[config.mk]
export PLATFORM = sky130hd
export DESIGN_NAME = img_proc_engine
export DESIGN_NICKNAME = d
export VERILOG_FILES = /design/src/rtl/img_pkg.sv /design/src/rtl/img_proc_engine_pix_effect.sv /design/src/rtl/img_proc_engine.sv
export SDC_FILE = /design/constraint.sdc
export NUM_CORES = 1
export LEC_CHECK = 0
export ABC_AREA = 1
export CAP_MARGIN = 20
export CORE_MARGIN = 2
export CORE_UTILIZATION = 57
export CTS_CLUSTER_SIZE = 24
export DETAILED_ROUTE_END_ITERATION = 12
export PLACE_DENSITY = 0.82
export SETUP_SLACK_MARGIN = 0.5
export SLEW_MARGIN = 15
export SYNTH_ARGS = -nofsm -noshare
export SYNTH_HDL_FRONTEND = slang
export SYNTH_SLANG_ARGS = --single-unit
[constraint.sdc]
create_clock -name clk -period 3.4 [get_ports clk]
set_clock_uncertainty 0.15 [all_clocks]
set_input_delay 0.51 -clock clk [delete_from_list [all_inputs] [get_ports clk]]
set_output_delay 0.51 -clock clk [all_outputs]
set_load 0.05 [all_outputs]
[src/rtl/img_pkg.sv]
// rtl/img_pkg.sv - shared encodings and types for the image processing engine
// Contents: effect mode codes, engine FSM state enum, default pixel type.
package img_pkg;

    // Effect selection; codes 5..7 fall back to pass-through.
    localparam logic [2:0] MODE_PASS      = 3'd0;
    localparam logic [2:0] MODE_BRIGHT_UP = 3'd1;
    localparam logic [2:0] MODE_BRIGHT_DN = 3'd2;
    localparam logic [2:0] MODE_INVERT    = 3'd3;
    localparam logic [2:0] MODE_GRAY      = 3'd4;

    typedef enum logic [2:0] {
        ST_IDLE,
        ST_FETCH,
        ST_WAIT,
        ST_SEND,
        ST_DONE
    } state_e;

    // Default pixel geometry; channel 0 sits in the LSBs when flattened.
    localparam int PIX_CH = 3;
    localparam int PIX_CW = 8;
    typedef logic [PIX_CH-1:0][PIX_CW-1:0] pixel_t;

endpackage

[src/rtl/img_proc_engine_pix_effect.sv]
// rtl/img_proc_engine_pix_effect.sv - combinational per-pixel effect unit
// Ports: i_mode (effect select), i_pix (CH*CW input pixel, channel 0 in LSBs),
//        o_pix (CH*CW processed pixel).
module pix_effect
    import img_pkg::*;
#(
    parameter int CH    = 3,
    parameter int CW    = 8,
    parameter int VALUE = 60
) (
    input  logic [2:0]       i_mode,
    input  logic [CH*CW-1:0] i_pix,
    output logic [CH*CW-1:0] o_pix
);

    localparam logic [CW-1:0] VAL  = CW'(VALUE);
    localparam logic [CW-1:0] MAXV = '1;

    // Weighted luma (c0 + 2*c1 + c2) / 4 needs two extra bits before the shift.
    logic [CW+1:0] w_gsum;
    logic [CW-1:0] w_gray;

    assign w_gsum = {2'b00, i_pix[0 +: CW]}
                  + {1'b0, i_pix[CW +: CW], 1'b0}
                  + {2'b00, i_pix[2*CW +: CW]};
    assign w_gray = CW'(w_gsum >> 2);

    for (genvar g = 0; g < CH; g++) begin : g_ch
        logic [CW-1:0] w_c;
        logic [CW-1:0] w_o;
        logic [CW:0]   w_sum;

        assign w_c   = i_pix[g*CW +: CW];
        assign w_sum = {1'b0, w_c} + {1'b0, VAL};

        always_comb begin
            w_o = w_c;
            case (i_mode)
                MODE_BRIGHT_UP: w_o = w_sum[CW] ? MAXV : w_sum[CW-1:0];
                MODE_BRIGHT_DN: w_o = (w_c > VAL) ? (w_c - VAL) : '0;
                MODE_INVERT:    w_o = MAXV - w_c;
                MODE_GRAY:      if (g < 3) w_o = w_gray;
                default:        w_o = w_c;
            endcase
        end

        assign o_pix[g*CW +: CW] = w_o;
    end

endmodule

[src/rtl/img_proc_engine.sv]
// rtl/img_proc_engine.sv - streaming ROM image reader with decimation and per-pixel effect
// Ports: clk/rst (sync active-high), start/mode/shr (frame request, latched in IDLE),
//        rom_en/rom_addr/rom_data (1-cycle latency ROM), pix_out/pix_valid/pix_ready/pix_last
//        (output stream), busy/done (frame status).
module img_proc_engine
    import img_pkg::*;
#(
    parameter int CH      = 3,
    parameter int CW      = 8,
    parameter int HEIGHT  = 30,
    parameter int WIDTH   = 30,
    parameter int MAX_SHR = 2,
    parameter int VALUE   = 60,
    parameter int AW      = $clog2(HEIGHT*WIDTH),
    parameter int SW      = $clog2(MAX_SHR+1)
) (
    input  logic             clk,
    input  logic             rst,
    input  logic             start,
    input  logic [2:0]       mode,
    input  logic [SW-1:0]    shr,
    output logic             rom_en,
    output logic [AW-1:0]    rom_addr,
    input  logic [CH*CW-1:0] rom_data,
    output logic [CH*CW-1:0] pix_out,
    output logic             pix_valid,
    input  logic             pix_ready,
    output logic             pix_last,
    output logic             busy,
    output logic             done
);

    localparam int XW = $clog2(WIDTH+1);
    localparam int YW = $clog2(HEIGHT+1);

    state_e          r_state;
    logic [2:0]      r_mode;
    logic [SW-1:0]   r_shr;
    logic [XW-1:0]   r_ox;
    logic [YW-1:0]   r_oy;
    logic [AW-1:0]   r_row_base;

    logic [SW-1:0]    w_shr_c;
    logic [SW-1:0]    w_shr_sel;
    logic [XW-1:0]    w_ow;
    logic [YW-1:0]    w_oh;
    logic [AW-1:0]    w_step;
    logic [AW-1:0]    w_row_next;
    logic             w_last;
    logic [CH*CW-1:0] w_eff;

    assign w_shr_c = (int'(shr) > MAX_SHR) ? SW'(MAX_SHR) : shr;

    // In IDLE the output size is judged from the incoming request so an
    // empty frame can go straight to DONE; otherwise from the latched factor.
    assign w_shr_sel  = (r_state == ST_IDLE) ? w_shr_c : r_shr;
    assign w_ow       = XW'(WIDTH >> w_shr_sel);
    assign w_oh       = YW'(HEIGHT >> w_shr_sel);
    assign w_step     = AW'(1) << r_shr;
    assign w_row_next = r_row_base + AW'(WIDTH << r_shr);
    assign w_last     = (r_ox == w_ow - XW'(1)) && (r_oy == w_oh - YW'(1));

    pix_effect #(
        .CH    (CH),
        .CW    (CW),
        .VALUE (VALUE)
    ) u_effect (
        .i_mode (r_mode),
        .i_pix  (rom_data),
        .o_pix  (w_eff)
    );

    always_ff @(posedge clk) begin
        if (rst) begin
            r_state    <= ST_IDLE;
            r_mode     <= '0;
            r_shr      <= '0;
            r_ox       <= '0;
            r_oy       <= '0;
            r_row_base <= '0;
            rom_en     <= 1'b0;
            rom_addr   <= '0;
            pix_out    <= '0;
            pix_valid  <= 1'b0;
            pix_last   <= 1'b0;
            busy       <= 1'b0;
            done       <= 1'b0;
        end else begin
            case (r_state)
                ST_IDLE: begin
                    if (start) begin
                        r_mode     <= mode;
                        r_shr      <= w_shr_c;
                        r_ox       <= '0;
                        r_oy       <= '0;
                        r_row_base <= '0;
                        rom_addr   <= '0;
                        if (w_ow == '0 || w_oh == '0) begin
                            r_state <= ST_DONE;
                            done    <= 1'b1;
                        end else begin
                            r_state <= ST_FETCH;
                            rom_en  <= 1'b1;
                            busy    <= 1'b1;
                        end
                    end
                end
                ST_FETCH: begin
                    rom_en  <= 1'b0;
                    r_state <= ST_WAIT;
                end
                ST_WAIT: begin
                    pix_out   <= w_eff;
                    pix_valid <= 1'b1;
                    pix_last  <= w_last;
                    r_state   <= ST_SEND;
                end
                ST_SEND: begin
                    if (pix_ready) begin
                        pix_valid <= 1'b0;
                        pix_last  <= 1'b0;
                        if (w_last) begin
                            r_state <= ST_DONE;
                            busy    <= 1'b0;
                            done    <= 1'b1;
                        end else begin
                            r_state <= ST_FETCH;
                            rom_en  <= 1'b1;
                            if (r_ox == w_ow - XW'(1)) begin
                                r_ox       <= '0;
                                r_oy       <= r_oy + YW'(1);
                                r_row_base <= w_row_next;
                                rom_addr   <= w_row_next;
                            end else begin
                                r_ox     <= r_ox + XW'(1);
                                rom_addr <= rom_addr + w_step;
                            end
                        end
                    end
                end
                ST_DONE: begin
                    done    <= 1'b0;
                    r_state <= ST_IDLE;
                end
                default: r_state <= ST_IDLE;
            endcase
        end
    end

endmodule

==> results.md <==
- Final std cells w/o fill: 1118
- CP arrival: 2.92 ns
- Placed insts: 1103
- Final Hold Viols: 0
- Post-synthesis instance total: 898
- Setup bufs post-CTS: 0
- Hold Path Cell Cnt: 2
- Layout cells sized above 1: 0.08629
- Clock transition at path regs: 0.08 ns
- I/O pin cnt: 72
- Core area: 9639 µm²
- Flops & latches, synth: 66
- Slew margin rel.: 0.5298
- Commonest non-fill, non-tap cells in the layout: nand2_1, inv_1, nand3_1
- Multiplexer area fraction after synthesis: 0
- Die height: 102.9 µm
- Die W: 102.9 µm
- Seq/Total Area, Yosys: 0.2369
- Via count: 6359
- Min Tclk post-route: 2.777 ns
- Initial core utilization: 0.5787
- ANT cells: 0
- Clock Latency Late Sink: 0.37 ns
- Routability cong.: 0.9789
- Largest family of logic cells by synthesized area: simple AND/OR/NAND/NOR gates
- Cell taking the most area after synthesis: dfxtp_1
- Final ANT Viol Nets: 0
- Fin. max-slew vios: 0
- Synth Area in Adders: 0.09197
- CP startpoint kind: primary input
- H-Tree Depth: 3
- Post-DP HPWL: 12.79 mm
- Fmax: 360.1 MHz
- Syn Nets: 966
- Port Buffers: 71
- Synthesized area per cell: 6.211 µm²
- Post-synth cell types: 40
- Via/cell ratio: 5.688
- Period utilization: 0.8167
- Critical Path Fanout Max: 3
- Post-layout net count: 1049
- Layout Area Growth over Synthesis: 22.16%
- Worst R2R Path Depth: 12
- Clock sinks: 66
- First-pass GRT wire length: 27.49 mm
- Post-Synth Simple-Gate Area: 0.3558
- Largest net degree at the start of global routing: 38
- PD cells: 595.3 nW/µm²
- Antenna violations before repair: 0
- Worst setup path class: primary input to flip-flop
- CTS tree: built
- Vias in the first global route: 5660
- Worst slew pin tran: 0.7010 ns
- Drt pass-1 iters: 6
- CTS root buf: clkbuf_8
- Global route overflow: 0
- Yosys warns: 0
- Complex-gate fraction of the synthesized area: 0.1732
- Cts hold-fix bufs: 0
- Top-area cell type share of the netlist area: 0.2369
- Leakage: 3.161 nW
- Final wirelength: 17.15 mm
- Unrepaired setup endpoints after global routing: no
- Setup tns final: 0 ns
- TritonCTS buffer count: 9
- Xor and xnor area share after synthesis: 0.02826
- Status: finished, final reports clean
- Drt wl/cell: 15.34 µm
- Endpoint class of the critical path: flip-flop
- DRC viols: 0
- GRT Overall Usage: 0.3342
- Synth Cell Area: 5578 µm²
- Data required time of the worst path: 3.54 ns
- VDD IR max: 0.0004111 V
- Final setup vio count: 0
- Area of the die: 10590 µm²
- Max Cap Violations: 0
- DRT iter0 DRCs: 436
- Cell Rows: 36
- Min-delay worst type: flip-flop to flip-flop
- Clk buf depth: 2
- Area contributors post-synth: dfxtp_1, nand2_1, inv_1
- Commonest non-fill, non-tap cell in the layout: nand2_1
-- cell type report --
cell class | instances | area, µm²
well taps | 133 | 166.4
flip-flops and latches | 66 | 1321
clock inverters | 6 | 92.59
repair buffers | 104 | 967.2
fillers | 876 | 2825
multi-input cells | 668 | 3646
inverters | 132 | 496.7
clock buffers | 9 | 123.9
-- worst max-delay path, cell delays in order --
cell and delay (ns):
clkdlybuf4s50_1 0.54, fa_1 0.44, ha_1 0.33, a21oi_2 0.19
o21bai_1 0.09, a21oi_1 0.12, nand2_1 0.07, a21oi_1 0.12
o21ai_0 0.12, buf_4 0.16, nand2_1 0.06, nand2_1 0.05
a21oi_1 0.12
-- state kept, by name, summed over array words and instances (netlist names), 2 cells and up --
name	cells
r_shr	2
r_oy	5
r_row_base	9
r_state	3
r_ox	5
pix_out	24
r_mode	3
rom_addr	10
-- path summary, 6_finish.rpt --
| check | start | end | slack, ns |
|---|---|---|---|
| min | pix_out[0]$_SDFFE_PP0P_ | pix_out[0]$_SDFFE_PP0P_ | 0.32 |
| max reg2reg | r_shr[1]$_SDFFE_PP0P_ | rom_addr[6]$_SDFFE_PP0P_ | 0.82 |
| max | rom_data[12] | pix_out[6]$_SDFFE_PP0P_ | 0.62 |
| min reg2reg | pix_out[0]$_SDFFE_PP0P_ | pix_out[0]$_SDFFE_PP0P_ | 0.32 |
-- routing by layer --
metal	part of all wire	up-vias	track usage
met3	0.087	58	0.07525
li1	-	3123	-
met1	0.42	2860	0.4282
met2	0.46	318	0.5480
met5	0	-	0
met4	0.037	0	0.1296
-- what timing repair did --
| item | in CTS | in global routing |
|---|---|---|
| pin swaps | 0 | 2 |
| gates cloned | 0 | 0 |
| setup endpoints to repair | 7 | 13 |
| gates resized for setup | 4 | 10 |
-- where the power goes --
group	leakage [nW]	internal (mW)	switching, mW
Sequential	0.539	0.921	0.125
Clock	0.102	0.411	0.354
Combinational	2.52	0.740	1.50
Total	3.16	2.07	1.98
-- synth_stat cells --
| cell | n |
|---|---|
| a211oi_1 | 10 |
| a21o_1 | 1 |
| a21oi_1 | 74 |
| a21oi_4 | 1 |
| a22oi_1 | 2 |
| a31oi_1 | 3 |
| buf_1 | 2 |
| buf_2 | 3 |
| buf_6 | 2 |
| clkbuf_1 | 25 |
| clkinv_2 | 1 |
| dfxtp_1 | 66 |
| fa_1 | 10 |
| ha_1 | 25 |
| inv_1 | 124 |
| inv_2 | 7 |
| nand2_1 | 221 |
| nand2_2 | 8 |
| nand2_4 | 1 |
| nand3_1 | 81 |
| nand3_2 | 1 |
| nand3_4 | 3 |
| nand3b_1 | 3 |
| nand4_1 | 33 |
| nor2_1 | 77 |
| nor2_4 | 1 |
| nor3_1 | 11 |
| nor3_4 | 1 |
| o2111ai_1 | 4 |
| o211ai_1 | 11 |
| o21a_1 | 2 |
| o21ai_0 | 50 |
| o21ai_1 | 1 |
| o21ai_2 | 1 |
| o21bai_1 | 1 |
| o22ai_1 | 7 |
| o31ai_1 | 2 |
| or2_2 | 4 |
| xnor2_1 | 2 |
| xor2_1 | 16 |
-- stage by stage --
step | power, mW | hold slack [ns] | cell area [µm²] | setup slack [ns] | util
after floorplan | 2.611 | 0.3081 | 5578 | 0.8046 | -
after detailed placement | 3.249 | 0.3095 | 6569 | 0.03610 | 0.6815
after global routing | 4.325 | 0.3438 | 6814 | 0.5155 | 0.7069
after global placement | 3.236 | 0.3031 | 6569 | 0.08843 | 0.6815
after CTS | 4.021 | 0.3242 | 6793 | 0.5031 | 0.7047
final | 4.057 | 0.3247 | 6814 | 0.6232 | 0.7069
-- cell families after synthesis --
family | count (synthesis)
simple gates | 445
compound gates | 170
buf+inv | 164
flops | 66
fa+ha+maj | 35
xor+xnor | 18
Note: power is estimated with default switching activity, not from simulation.
